[config.mk]
export PLATFORM = sky130hd
export DESIGN_NAME = fetch_unit
export DESIGN_NICKNAME = d
export VERILOG_FILES = /design/src/rtl/cpu_pkg.sv /design/src/rtl/sync_fifo.sv /design/src/rtl/fetch_unit.sv
export SDC_FILE = /design/constraint.sdc
export NUM_CORES = 1
export LEC_CHECK = 0
export ABC_AREA = 1
export BUFFER_PORTS_ARGS = -buffer_cell sky130_fd_sc_hd__buf_4
export CORE_MARGIN = 4
export CORE_UTILIZATION = 35
export CTS_BUF_LIST = sky130_fd_sc_hd__clkbuf_8
export DETAILED_ROUTE_END_ITERATION = 10
export MAX_ROUTING_LAYER = met4
export SYNTH_ARGS = -nofsm -noshare
export SYNTH_HDL_FRONTEND = slang
export SYNTH_HIERARCHICAL = 1
export SYNTH_SLANG_ARGS = --single-unit
[constraint.sdc]
create_clock -name clk_i -period 5.5 [get_ports clk_i]
set_input_delay 0.275 -clock clk_i [delete_from_list [all_inputs] [get_ports clk_i]]
set_output_delay 0.275 -clock clk_i [all_outputs]
set_load 0.05 [all_outputs]
[src/rtl/cpu_pkg.sv]
// Shared CPU definitions: datapath widths, sequential fetch stride and the
// fetch-stage FSM state type.
package cpu_pkg;

  localparam int unsigned XLEN    = 32;
  localparam int unsigned INSTR_W = 32;
  localparam int unsigned PC_STEP = 4;

  localparam logic [XLEN-1:0] RESET_PC = '0;

  typedef enum logic {
    IDLE = 1'b0,
    RUN  = 1'b1
  } fetch_state_t;

endpackage

[src/rtl/sync_fifo.sv]
// Single-clock FIFO with synchronous flush, simultaneous push/pop at any fill
// level (including full-with-pop) and an occupancy count; empty head reads 0.
module sync_fifo #(
  parameter int unsigned WIDTH = 32,
  parameter int unsigned DEPTH = 4
) (
  input  logic                       clk_i,
  input  logic                       rst_i,
  input  logic                       flush_i,
  input  logic                       push_i,
  input  logic [WIDTH-1:0]           data_i,
  input  logic                       pop_i,
  output logic [WIDTH-1:0]           data_o,
  output logic [$clog2(DEPTH+1)-1:0] count_o
);

  localparam int unsigned PW = (DEPTH > 1) ? $clog2(DEPTH) : 1;
  localparam int unsigned CW = $clog2(DEPTH + 1);

  logic [WIDTH-1:0] mem [DEPTH];
  logic [PW-1:0]    rd_ptr;
  logic [PW-1:0]    wr_ptr;
  logic             do_push;
  logic             do_pop;

  function automatic logic [PW-1:0] next_ptr(input logic [PW-1:0] p);
    return (p == PW'(DEPTH - 1)) ? '0 : p + 1'b1;
  endfunction

  assign do_pop  = pop_i && (count_o != '0);
  assign do_push = push_i && ((count_o != CW'(DEPTH)) || do_pop);

  always_ff @(posedge clk_i) begin
    if (rst_i || flush_i) begin
      rd_ptr  <= '0;
      wr_ptr  <= '0;
      count_o <= '0;
    end else begin
      if (do_push) wr_ptr <= next_ptr(wr_ptr);
      if (do_pop)  rd_ptr <= next_ptr(rd_ptr);
      count_o <= count_o + CW'(do_push) - CW'(do_pop);
    end
  end

  // Storage needs no reset: the head is masked to zero while empty.
  always_ff @(posedge clk_i) begin
    if (do_push && !flush_i && !rst_i) mem[wr_ptr] <= data_i;
  end

  assign data_o = (count_o == '0) ? '0 : mem[rd_ptr];

  a_no_overflow: assert property (@(posedge clk_i) disable iff (rst_i)
    !(push_i && !flush_i && !pop_i && count_o == CW'(DEPTH)));
  a_no_underflow: assert property (@(posedge clk_i) disable iff (rst_i)
    !(pop_i && !flush_i && count_o == '0));

endmodule

[src/rtl/fetch_unit.sv]
// Instruction fetch stage: owns the PC, issues credit-limited requests to a
// variable-latency memory and buffers {pc, instr} pairs for decode.
module fetch_unit
  import cpu_pkg::*;
#(
  parameter int unsigned     XLEN            = cpu_pkg::XLEN,
  parameter int unsigned     INSTR_W         = cpu_pkg::INSTR_W,
  parameter logic [XLEN-1:0] RESET_PC        = XLEN'(cpu_pkg::RESET_PC),
  parameter int unsigned     FIFO_DEPTH      = 4,
  parameter int unsigned     MAX_OUTSTANDING = 2
) (
  input  logic               clk_i,
  input  logic               rst_i,
  input  logic               start_i,
  input  logic               redirect_i,
  input  logic [XLEN-1:0]    redirect_pc_i,
  output logic               imem_req_o,
  output logic [XLEN-1:0]    imem_addr_o,
  input  logic               imem_gnt_i,
  input  logic               imem_rvalid_i,
  input  logic [INSTR_W-1:0] imem_rdata_i,
  output logic               instr_valid_o,
  output logic [INSTR_W-1:0] instr_o,
  output logic [XLEN-1:0]    pc_o,
  input  logic               instr_ready_i
);

  localparam int unsigned OW = $clog2(MAX_OUTSTANDING + 1);
  localparam int unsigned FW = $clog2(FIFO_DEPTH + 1);
  localparam int unsigned CW = $clog2(FIFO_DEPTH + MAX_OUTSTANDING + 1) + 1;

  fetch_state_t state;
  fetch_state_t state_next;

  logic [XLEN-1:0]         fetch_pc;
  logic [XLEN-1:0]         fetch_pc_next;
  logic [OW-1:0]           outstanding;
  logic [OW-1:0]           outstanding_next;
  logic [OW-1:0]           drop_cnt;
  logic [OW-1:0]           drop_cnt_next;
  logic [FW-1:0]           fifo_count;
  logic [OW-1:0]           tag_count;
  logic [XLEN-1:0]         rsp_pc;
  logic [XLEN+INSTR_W-1:0] head;
  logic [CW-1:0]           credit_used;

  logic gnt_fire;
  logic dropping;
  logic rsp_accept;
  logic tag_pop;
  logic pop_fire;

  // Credits count buffered entries plus live requests, so a response can
  // always be enqueued without back-pressuring the memory.
  assign credit_used = CW'(fifo_count) + CW'(outstanding) - CW'(drop_cnt);
  assign imem_req_o  = (state == RUN) && (outstanding < OW'(MAX_OUTSTANDING))
                       && (credit_used < CW'(FIFO_DEPTH));
  assign imem_addr_o = fetch_pc;

  assign gnt_fire   = imem_req_o && imem_gnt_i;
  assign dropping   = imem_rvalid_i && (drop_cnt != '0);
  assign rsp_accept = imem_rvalid_i && !dropping && !redirect_i;
  assign tag_pop    = rsp_accept && (tag_count != '0);

  assign instr_valid_o   = (fifo_count != '0);
  assign pop_fire        = instr_valid_o && instr_ready_i && !redirect_i;
  assign {pc_o, instr_o} = head;

  always_ff @(posedge clk_i) begin
    if (rst_i) state <= IDLE;
    else       state <= state_next;
  end

  always_comb begin
    state_next = state;
    case (state)
      IDLE:    if (start_i)  state_next = RUN;
      RUN:     if (!start_i) state_next = IDLE;
      default: state_next = IDLE;
    endcase
  end

  // A redirect overrides the sequential step and turns every request still
  // in flight after this cycle into one to be discarded.
  always_comb begin
    fetch_pc_next    = fetch_pc;
    outstanding_next = outstanding + OW'(gnt_fire) - OW'(imem_rvalid_i);
    drop_cnt_next    = drop_cnt - OW'(dropping);
    if (redirect_i) begin
      fetch_pc_next = {redirect_pc_i[XLEN-1:2], 2'b00};
      drop_cnt_next = outstanding_next;
    end else if (gnt_fire) begin
      fetch_pc_next = fetch_pc + XLEN'(PC_STEP);
    end
  end

  always_ff @(posedge clk_i) begin
    if (rst_i) begin
      fetch_pc    <= RESET_PC;
      outstanding <= '0;
      drop_cnt    <= '0;
    end else begin
      fetch_pc    <= fetch_pc_next;
      outstanding <= outstanding_next;
      drop_cnt    <= drop_cnt_next;
    end
  end

  sync_fifo #(
    .WIDTH (XLEN),
    .DEPTH (MAX_OUTSTANDING)
  ) u_tag_queue (
    .clk_i   (clk_i),
    .rst_i   (rst_i),
    .flush_i (redirect_i),
    .push_i  (gnt_fire),
    .data_i  (fetch_pc),
    .pop_i   (tag_pop),
    .data_o  (rsp_pc),
    .count_o (tag_count)
  );

  sync_fifo #(
    .WIDTH (XLEN + INSTR_W),
    .DEPTH (FIFO_DEPTH)
  ) u_prefetch (
    .clk_i   (clk_i),
    .rst_i   (rst_i),
    .flush_i (redirect_i),
    .push_i  (rsp_accept),
    .data_i  ({rsp_pc, imem_rdata_i}),
    .pop_i   (pop_fire),
    .data_o  (head),
    .count_o (fifo_count)
  );

  a_outstanding_max: assert property (@(posedge clk_i) disable iff (rst_i)
    outstanding <= OW'(MAX_OUTSTANDING));
  a_drop_le_outstanding: assert property (@(posedge clk_i) disable iff (rst_i)
    drop_cnt <= outstanding);
  a_no_orphan_rvalid: assert property (@(posedge clk_i) disable iff (rst_i)
    !(imem_rvalid_i && outstanding == '0));

endmodule

==> key figures <==
Run status
  – Outcome: finished clean

Timing
  – Hold Slack: 0.0486 ns
  – Least-Margin Pin Slew: 1.03 ns
  – Min Clock Period, post-route: 3.79 ns
  – Count of final setup violators: 0
  – Total count of max-transition violations in the final report: 0
  – Total negative slack: 0 ns
  – Worst Skew: ~0.022 ns
  – Final period utilization: 0.689
  – Maximum frequency from static timing analysis: 0.264 GHz
  – Number of hold violations in the final report: 0
  – Unrepaired setup endpoints after global routing: false
  – Max-slew headroom: 0.315

Routing
  – Remaining number of nets flagged by the antenna check after routing: 0
  – Number of optimization iterations in the first detailed-route pass: 5
  – Routed wire length per instance: about 15 um
  – DR vias: 11400
  – Total wire length: 37400 um
  – Routed via count divided by cell count: around 4.7
  – 1st-iter DRT viols: between 700 and 800
  – Detailed-route DRC error count: 0

Floorplan
  – Number of primary I/O pins: 169
  – Row count: 78
  – Die Outline Area: 49500 sq um
  – Die height: 223 um
  – Floorplan Core Area: 45500 sq um
  – Horizontal extent of the die: 223 um
  – Starting density of the core: 0.354

Setup path
  – Worst path required time: approximately 6 ns
  – Kind of end point of the critical path: flip-flop
  – Capture point of the worst reg-to-reg path: drop_cnt[1]
  – Arrival time of data at the critical path endpoint: 4.27 ns
  – Depth of the most critical reg-to-reg path: 18
  – Largest fanout on the critical path: 33
  – Worst reg2reg setup slack: 1.71 ns
  – Worst setup path category: flip-flop to flip-flop
  – R2R Path Start: u_prefetch/count_o[1]
  – Type of element launching the critical path: flip-flop

Placed design
  – Area post-placement: 17800 sq um
  – Final HPWL from detailed placement: around 22000 um
  – Port Buffers: about 160
  – Weighted congestion reported at the end of routability-driven placement: 0.856

Power
  – VDD IR max: 126 uV
  – PD cells: 306 nW/um^2
  – Power, Total: 5.96 mW
  – Leakage: 7.61 nW

Cells and area
  – Final net count: 1884
  – Ratio of cells with drive above 1 in the final layout: 0.168
  – Area growth from synthesis to layout: 20.7%
  – Final design instance area without fill: 19400 sq um
  – Number of antenna repair diodes: 0

Yosys
  – EDFF count, synth: 320
  – Syn_area_per_cell: 10.2 sq um
  – Total standard cell area after synthesis: 16100 sq um
  – Library cell with the largest summed area after synthesis: edfxtp_1
  – Fraction of the yosys area taken by sequential cells: 0.658
  – Synth Flop Type: edfxtp_1
  – Number of instances in the synthesized netlist: 1583
  – Synth async-reset ratio: 0
  – Largest cells by area after synthesis: edfxtp_1, nand2_1, dfxtp_1, nor2_1, a21oi_1
  – Post-synth top area share: 0.597
  – Flip-flop and latch count after synthesis: about 370
  – Number of warnings issued by yosys: 6
  – Count of distinct cell types in the synthesized netlist: 36

CTS
  – Num Clock Sinks: roughly 370
  – Resize count post-CTS: 0
  – Clock network latency to the later pin of the worst-skew pair: just under 0.6 ns
  – CTS tree: yes
  – Number of levels the H-tree was split into: 3
  – Clock input transition at the sequential cells of the worst setup and hold paths: 0.06 ns
  – Num CTS Buffers: 66
  – Hold Buf Count CTS: 43
  – Postcts setup bufs: 0
  – Largest buffer count on any clock path: 3
  – CTS Root Buffer Type: clkbuf_8

GRT
  – Congestion Overflow GR: 0
  – Largest net degree at the start of global routing: slightly above 80
  – Wire length of the first global-routing pass: roughly 60000 um
  – Via count of the first global-routing pass: 11000
  – Initial antenna violation count: 0
  – All-layer global routing usage: 0.153

Min path
  – Class of the most critical hold timing path: input port to flip-flop
  – Source of the worst hold timing path: redirect_pc_i[16]
  – Number of cells on the worst hold path: 5
  – Hold EP: imem_addr_o[16]

Run
  – Count of maximum capacitance violations: 0
[state kept, by name (all words and copies together), names as in the netlist, 3 cells and up, named ones only]
| register | flops |
|---|---|
| u_tag_queue/mem | 64 |
| imem_addr_o | 30 |
| u_prefetch/mem | 256 |
| u_prefetch/count_o | 3 |
[worst max path at each step]
stage                                startpoint                    to  slack, ns  cells past startpoint
after floorplan                      redirect_i  u_prefetch/mem[0][0]       0.70                     10
after global placement    u_prefetch/count_o[1]           drop_cnt[1]       1.73                     19
after detailed placement  u_prefetch/count_o[1]           drop_cnt[1]       1.66                     18
after CTS                             flip-flop              pc_o[18]       1.61                      5
after global routing      u_prefetch/count_o[1]           drop_cnt[1]       1.37                     17
final                     u_prefetch/count_o[1]           drop_cnt[1]       1.71                     18
[cells by family (layout without fill, tap and decap cells)]
logic type	count (synthesis)	after routing	share of synthesized area
simple gates	810	810	0.202
fa+ha+maj	18	18	0.0149
xor+xnor	5	5	0.00272
flops	369	369	0.658
other cells	1	6	0.000233
buf+inv	164	420	0.0520
compound gates	216	216	0.0705
[cell usage after synthesis (2+ instances only)]
master and n:
nand2_1 506, edfxtp_1 320, nor2_1 200, a21oi_1 124
inv_1 80, nand3_1 72, o21ai_0 72, dfxtp_1 49
buf_2 26, clkbuf_1 22, buf_4 17, buf_6 16
ha_1 16, a21oi_2 13, nor2_4 8, nand2_2 5
nor2_2 5, o21ai_1 5, nor3_1 3, or2_2 3
xnor2_1 3, fa_1 2, nand4_1 2, xor2_1 2
[worst max-delay path: stages (launching register included)]
cell      delay, ns
dfxtp_1        0.46
inv_1          0.10
fa_1           0.49
inv_1          0.04
ha_1           0.29
nand4_1        0.12
nand3_1        0.09
nand2_1        0.06
nor2_1         0.11
nand3_2        0.61
ha_1           0.57
inv_1          0.04
ha_1           0.17
xnor2_1        0.13
xor2_1         0.14
inv_1          0.08
nand2_1        0.05
o211ai_1       0.09
inv_1          0.05
[per-stage QoR]
step / cells / worst slack [ns] / util
final: 2444 / 1.71 / 0.427
after global routing: 2444 / 1.37 / 0.427
after CTS: 2444 / 1.61 / 0.427
after detailed placement: 2284 / 1.66 / 0.390
after global placement: 2284 / 1.73 / 0.390
after floorplan: 1588 / 0.698 / -
[report_power, final]
group          switching, mW  internal [mW]  total, mW
combinational          0.272          0.149      0.421
clock                   1.09           1.34       2.43
sequential            0.0398           3.06       3.10
total                   1.40           4.55       5.96
[placed cells by master (no fill, tap or decap), types with 2 or more instances in the layout]
master / instances
nand2_1: 506
o21ai_1: 5
dfxtp_1: 48
nand3_1: 72
inv_1: 96
clkinvlp_4: 2
clkbuf_8: 68
inv_6: 3
fa_1: 2
bufinv_16: 4
xor2_1: 2
nor2_4: 12
nand2_2: 5
xnor2_1: 3
a21oi_1: 124
nor2_2: 6
dlygate4sd3_1: 43
clkinv_1: 14
or2_2: 3
o21ai_0: 72
conb_1: 6
ha_1: 16
nor2_1: 195
edfxtp_1: 320
nor3_1: 3
a21oi_2: 13
clkinv_2: 9
buf_4: 176
buf_12: 2
nand4_1: 2
[routing by layer]
metal | wire length [um] | GRT usage | part of all wire | up-vias
met4 | 773 | 0.0408 | 0.021 | 0
li1 | - | - | - | 5708
met2 | 17400 | 0.242 | 0.46 | 312
met5 | 0 | - | 0 | -
met3 | 2160 | 0.0369 | 0.058 | 75
met1 | 17100 | 0.199 | 0.46 | 5338
[area by class of cell]
class / count / area [sq um]
flip-flops and latches: 369 / 10600
repair buffers: 221 / 1790
clock inverters: 49 / 322
inverters: 82 / 317
multi-input cells: 1055 / 4730
well taps: 600 / 751
clock buffers: 68 / 936
fillers: 4325 / 26000
(Power assumes the default switching activity.)
